$ cat config.mk
export PLATFORM = sky130hd
export DESIGN_NAME = dadda4x4_3_2
export DESIGN_NICKNAME = d
export VERILOG_FILES = /design/src/rtl/dadda4x4_3_2_pkg.sv /design/src/rtl/dadda4x4_3_2_fa.sv /design/src/rtl/dadda4x4_3_2.sv
export SDC_FILE = /design/constraint.sdc
export NUM_CORES = 1
export LEC_CHECK = 0
export ABC_AREA = 1
export CORE_MARGIN = 4
export CORE_UTILIZATION = 43
export CTS_CLUSTER_DIAMETER = 200
export DETAILED_ROUTE_END_ITERATION = 7
export GPL_TIMING_DRIVEN = 0
export HOLD_SLACK_MARGIN = 0.12
export PLACE_DENSITY = 0.74
export SKIP_LAST_GASP = 1
export SYNTH_ARGS = -nofsm -noshare
export SYNTH_HDL_FRONTEND = slang
export SYNTH_SLANG_ARGS = --single-unit
$ cat constraint.sdc
create_clock -name clk -period 4.5 [get_ports clk]
set_input_delay 0.45 -clock clk [delete_from_list [all_inputs] [get_ports clk]]
set_output_delay 0.45 -clock clk [all_outputs]
set_load 0.03 [all_outputs]
$ cat src/rtl/dadda4x4_3_2_pkg.sv
// Shared width constants for the 4x4 Dadda multiplier.
package dadda4x4_3_2_pkg;
    localparam int A_W   = 4;
    localparam int P_W   = 8;
    localparam int COL_N = P_W - 1;  // partial-product columns 0..6
endpackage

$ cat src/rtl/dadda4x4_3_2_fa.sv
// 3:2 counter used both in the Dadda tree and in the final ripple adder.
module full_adder_3_2 (
    input  logic x,
    input  logic y,
    input  logic z,
    output logic sum,
    output logic cout
);
    assign sum  = x ^ y ^ z;
    assign cout = (x & y) | (x & z) | (y & z);
endmodule

$ cat src/rtl/dadda4x4_3_2.sv
// Unsigned 4x4 Dadda multiplier (heights 4->3->2) with a registered product.
module dadda4x4_3_2
    import dadda4x4_3_2_pkg::*;
(
    input  logic           clk,
    input  logic           rst,
    input  logic [A_W-1:0] a,
    input  logic [A_W-1:0] b,
    input  logic           in_valid,
    output logic [P_W-1:0] out,
    output logic           out_valid
);
    // pp[i][j] = a[i] & b[j], weight i+j
    logic [A_W-1:0][A_W-1:0] pp;

    for (genvar gi = 0; gi < A_W; gi++) begin : g_pp_row
        for (genvar gj = 0; gj < A_W; gj++) begin : g_pp_col
            assign pp[gi][gj] = a[gi] & b[gj];
        end
    end

    // Stage 1 (target 3): half adders in columns 3 and 4.
    logic s1_3, c1_4, s1_4, c1_5;
    assign s1_3 = pp[3][0] ^ pp[2][1];
    assign c1_4 = pp[3][0] & pp[2][1];
    assign s1_4 = pp[3][1] ^ pp[2][2];
    assign c1_5 = pp[3][1] & pp[2][2];

    // Stage 2 (target 2): half adder in column 2, full adders in columns 3..5.
    logic s2_2, c2_3, s2_3, c2_4, s2_4, c2_5, s2_5, c2_6;
    assign s2_2 = pp[2][0] ^ pp[1][1];
    assign c2_3 = pp[2][0] & pp[1][1];

    full_adder_3_2 u_fa_s2_c3 (.x(s1_3),     .y(pp[1][2]), .z(pp[0][3]), .sum(s2_3), .cout(c2_4));
    full_adder_3_2 u_fa_s2_c4 (.x(s1_4),     .y(pp[1][3]), .z(c1_4),     .sum(s2_4), .cout(c2_5));
    full_adder_3_2 u_fa_s2_c5 (.x(pp[3][2]), .y(pp[2][3]), .z(c1_5),     .sum(s2_5), .cout(c2_6));

    // Two remaining rows, one bit per column 0..6.
    logic [COL_N-1:0] row0, row1;
    assign row0 = {pp[3][3], s2_5, s2_4, s2_3, s2_2, pp[1][0], pp[0][0]};
    assign row1 = {c2_6, c2_5, c2_4, c2_3, pp[0][2], pp[0][1], 1'b0};

    logic [COL_N:0]   carry;
    logic [COL_N-1:0] cpa_sum;
    assign carry[0] = 1'b0;

    for (genvar gi = 0; gi < COL_N; gi++) begin : g_cpa
        full_adder_3_2 u_fa_cpa (
            .x   (row0[gi]),
            .y   (row1[gi]),
            .z   (carry[gi]),
            .sum (cpa_sum[gi]),
            .cout(carry[gi+1])
        );
    end

    logic [P_W-1:0] product;
    assign product = {carry[COL_N], cpa_sum};

    logic [P_W-1:0] out_q, out_d;
    logic           out_valid_q, out_valid_d;

    // The mux keeps a/b entirely out of the register path while in_valid is low.
    always_comb begin
        out_d       = out_q;
        out_valid_d = in_valid;
        if (in_valid) begin
            out_d = product;
        end
    end

    always_ff @(posedge clk) begin
        if (rst) begin
            out_q       <= '0;
            out_valid_q <= 1'b0;
        end else begin
            out_q       <= out_d;
            out_valid_q <= out_valid_d;
        end
    end

    assign out       = out_q;
    assign out_valid = out_valid_q;
endmodule

-- Yosys cells after proc, flatten, opt, wreduce, memory -nomap -nowiden
Cells that the tools add are included.
- register bits: 9
- input bits: 11
- logic and storage cells: 82
- bitwise logic cells: 80
- operator list (kind ; count):
    $and A1 B1 Y1 ; 44
    $xor A1 B1 Y1 ; 20
    $or A1 B1 Y1 ; 16

-- Longest topological paths before layout
- word-level depth: 17
- gate-level depth with buffers: 12
- mapped depth without buffers: 12

-- Cells and area by module
From an unflattened synthesis, not the netlist that was laid out.
- cell total of the unflattened synthesis: 100
- area total of the unflattened synthesis: 730.7 um2
- by module, submodules not included (module ; instances ; cells an instance ; area each (um2)):
    dadda4x4_3_2 ; 1 ; 90 ; 530.5
    full_adder_3_2 ; 10 ; 1 ; 20.0

-- Worst setup path before layout
Ideal clock, no wire load.
- kind: input-to-reg
- start: input b[0]
- end: register out_q[6], in the netlist out[6]
- library setup time: 113 ps
- arrival time: 2946 ps
- slack: 1441 ps
- cell stages on the path: 12
- buffers on the path: 0
- cells stage by stage: nand2_1 inv_1 ha_1 fa_1 inv_1 fa_1 fa_1 inv_1 fa_1 fa_1 nand3_1 nand2_1
- longest elaborated chain between the ends: 15
- elaborated cells between the ends (all ways): 40
- classes of those cells: bitwise (40)
- ends and longest elaborated chain (item ; line ; RTL):
    start, declared ; dadda4x4_3_2.sv:8 ; input logic [A_W-1:0] b,
    $and A1 B1 Y1 ; dadda4x4_3_2.sv:18 ; assign pp[gi][gj] = a[gi] & b[gj];
    $xor A1 B1 Y1 / $and A1 B1 Y1 (equally long branches) ; dadda4x4_3_2.sv:31, dadda4x4_3_2_fa.sv:10 ;
    $and A1 B1 Y1 ; dadda4x4_3_2_fa.sv:10 ; assign cout = (x & y) | (x & z) | (y & z);
    $or A1 B1 Y1 (2 in a row) ; dadda4x4_3_2_fa.sv:10 ;
    $and A1 B1 Y1 ; dadda4x4_3_2_fa.sv:10 ;
    $or A1 B1 Y1 (2 in a row) ; dadda4x4_3_2_fa.sv:10 ;
    $and A1 B1 Y1 ; dadda4x4_3_2_fa.sv:10 ;
    $or A1 B1 Y1 (2 in a row) ; dadda4x4_3_2_fa.sv:10 ;
    $and A1 B1 Y1 ; dadda4x4_3_2_fa.sv:10 ;
    $or A1 B1 Y1 ; dadda4x4_3_2_fa.sv:10 ;
    $or A1 B1 Y1 (*) ; dadda4x4_3_2_fa.sv:10 ;
    $xor A1 B1 Y1 (*) ; dadda4x4_3_2_fa.sv:9 ; assign sum = x ^ y ^ z;
    net g_cpa[6].u_fa_cpa.sum ; dadda4x4_3_2_fa.sv:6 ; output logic sum,
    end signal, assigned ; dadda4x4_3_2.sv:77 ; out_q <= out_d;
    end, declared ; dadda4x4_3_2.sv:60 ; logic [P_W-1:0] out_q, out_d;
Mark *: on every way through the listed nets, which the timed path passes. The rest lies on a longest branch.
A chain may end at the register's enable or synchronous reset.

-- Worst setup path after layout
Ends and elaborated chain as after synthesis.

==> flow_metrics.tcl <==
set metrics [dict create \
    outcome "complete, no violations" \
    cts_sinks 9 \
    cpPeakStageDelay_ns 0.54 \
    p_per_area_nw_per_um2 263.5 \
    fp.dieW_um 47.16 \
    dr.pass1.iters 4 \
    leakagePower_nw 0.5358 \
    antenna_found_initial 0 \
    hpwl_um 1125 \
    final_hold_viol_count 0 \
    grt_max_degree 9 \
    crit_top_cell "fa_1" \
    via_per_inst 4.477 \
    numCtsBuffers 3 \
    cp_max_fo 4 \
    syn_area_um2 659.4 \
    p_switching_uw 79.20 \
    cts_resized 0 \
    die_y_um 47.16 \
    cap_violations 0 \
    internal_power_uw 156.5 \
    routed_wl_um 1291 \
    hold_depth 2 \
    ir_drop_uv 116.8 \
    ant_nets 0 \
    finalSetupTns_ns 0 \
    hp-class "reg2reg" \
    period_share_pct 75.52 \
    nets 137 \
    netlist_instances 90 \
    crit_cells 13 \
    period_minus_slack_ns 3.398 \
    worst_pin_slew_ns 0.3157 \
    diodes 0 \
    rsz0062_at_grt "no" \
    setup_violations 0 \
    critPathSlowestCell "fa_1" \
    syn_nets 113 \
    ctsHoldBuffers 0 \
    grt_pass1_wl_um 2235 \
    h-tree-depth 1 \
    postCtsSetupRepairBufs 0 \
    arrival_ns 3.56 \
    crit_path_start_kind "input pin" \
    drive_gt1_share_pct 5.310 \
    hold_ws_ns 0.4443 \
    r2r_cells 2 \
    cp-startpoint "b[0]" \
    maxSlewViolCount 0 \
    core_um2 1366 \
    vias 573 \
    power_uw 235.7 \
    rows 13 \
    reg2reg_to "out[6]" \
    grt_pass1_vias 567 \
    endpoint "out[6]" \
    ys_seq_area_share_pct 27.32 \
    io_pins 20 \
    dpl_worst_slack_ns 0.7957 \
    numPortBuffers 19 \
    cts_buffer_depth 2 \
    cts.clk_slew.worst_paths_ns 0.07 \
    slew_headroom_pct 78.89 \
    crit_type "in2reg" \
    drc 0 \
    skew_ns 0 \
    cts_tree "done" \
    power_frac_comb_pct 34.3 \
    fmax_mhz 294.3 \
    area_growth_pct 35.67 \
    ys_ff_latch 9 \
    finalWorstSetupSlack_ns 1.102 \
    root_buffer "clkbuf_4" \
    switching_share_pct 33.60 \
    crit_chain "clkdlybuf4s50_1 > nand2_1 > inv_1 > ha_1 > fa_1 > inv_1 > fa_1 > fa_1 > inv_1 > fa_1 > fa_1 > nand3_1 > nand2_1" \
    clock_power_share_pct 27.5 \
    grt_overflow_total 0 \
    clock_latency_ns 0.26 \
    yosysWarnings 0 \
    drt_iter0_markers 13 \
    avgSynthCellArea_um2 7.326 \
    critPathBufInv 4 \
    wl_per_cell_um 10.09 \
    worst_setup_path_end_kind "flip-flop" \
    fin_util_pct 65.48 \
    crit_family "adder cells" \
    crit_required_ns 4.66 \
    seqPwrFrac_pct 38.2 \
    r2r_setup_slack_ns 3.96 \
    globalplace.congestion 0.7850 \
    die_area_um2 2224 \
    r2r_start "out[6]" \
    ys_types 8 \
    initial_utilization_pct 48.26 \
    grt_usage_pct 14.70 \
]
-- how the worst min path moves through the flow --
stage,startpoint,to,slack (ns)
after floorplan,rst,out_valid,0.54
after global placement,out[7],out[7],0.43
after detailed placement,out[5],out[5],0.43
after CTS,out[5],out[5],0.45
after global routing,out[5],out[5],0.46
final,out[5],out[5],0.44
-- synthesized netlist by cell type --
library cell | n | share of area (%)
ha_1 | 4 | 7.6
nand3_1 | 4 | 3.0
fa_1 | 8 | 24
inv_2 | 1 | 0.57
nor2_2 | 2 | 1.9
inv_1 | 26 | 15
nand2_1 | 36 | 20
dfxtp_1 | 9 | 27
-- layout make-up --
type | count | area, um2
fill | 136 | 471.7
inverter | 27 | 101.3
sequential | 9 | 180.2
tap | 15 | 18.77
multi-input combinational | 54 | 377.9
clock buffer | 4 | 26.28
timing repair buffer | 19 | 190.2
-- layer usage --
metal  up-vias  GRT usage (%)  routed length, um
li1        301              -                  -
met1       249          16.36                498
met2        21          25.20                687
met3         2          3.831                 94
met4         0          8.287                 11
met5         -              0                  0
-- worst reg2reg max path, cell delays in order, from the launching register on --
cell and delay [ns]:
dfxtp_1 0.32, nand2_1 0.06, nand2_1 0.05
-- logic make-up after synthesis --
logic type,after synthesis,synth area share (%)
AND/OR/NAND/NOR,42,25.43
flip-flops,9,27.32
buffers and inverters,27,15.37
adder cells (fa/ha/maj),12,31.88
-- metrics by stage --
| stage | cell area (um2) | cells |
|---|---|---|
| final | 894.6 | 128 |
| after global routing | 894.6 | 128 |
| after CTS | 894.6 | 128 |
| after detailed placement | 868.3 | 124 |
| after global placement | 868.3 | 124 |
| after floorplan | 659.4 | 90 |
-- cells in the final DEF (no fill, tap or decap), drive strengths merged --
master / instances
nand2: 36
inv: 27
clkdlybuf4s50: 19
dfxtp: 9
fa: 8
nand3: 4
ha: 4
clkbuf: 4
nor2: 2
-- power by group through the flow --
stage / Clock (mW) / Sequential (mW) / Combinational [mW]
after detailed placement: 0 / 0.0919 / 0.0825
after CTS: 0.0667 / 0.0902 / 0.0825
final: 0.0648 / 0.0901 / 0.0809
after floorplan: 0 / 0.106 / 0.0344
after global placement: 0 / 0.0916 / 0.0800
after global routing: 0.0723 / 0.0905 / 0.0930
-- registers in the layout, indices dropped and copies added (netlist names) --
| register | cells |
|---|---|
| out | 8 |
| out_valid | 1 |
Note: power is estimated with default switching activity, not from simulation.
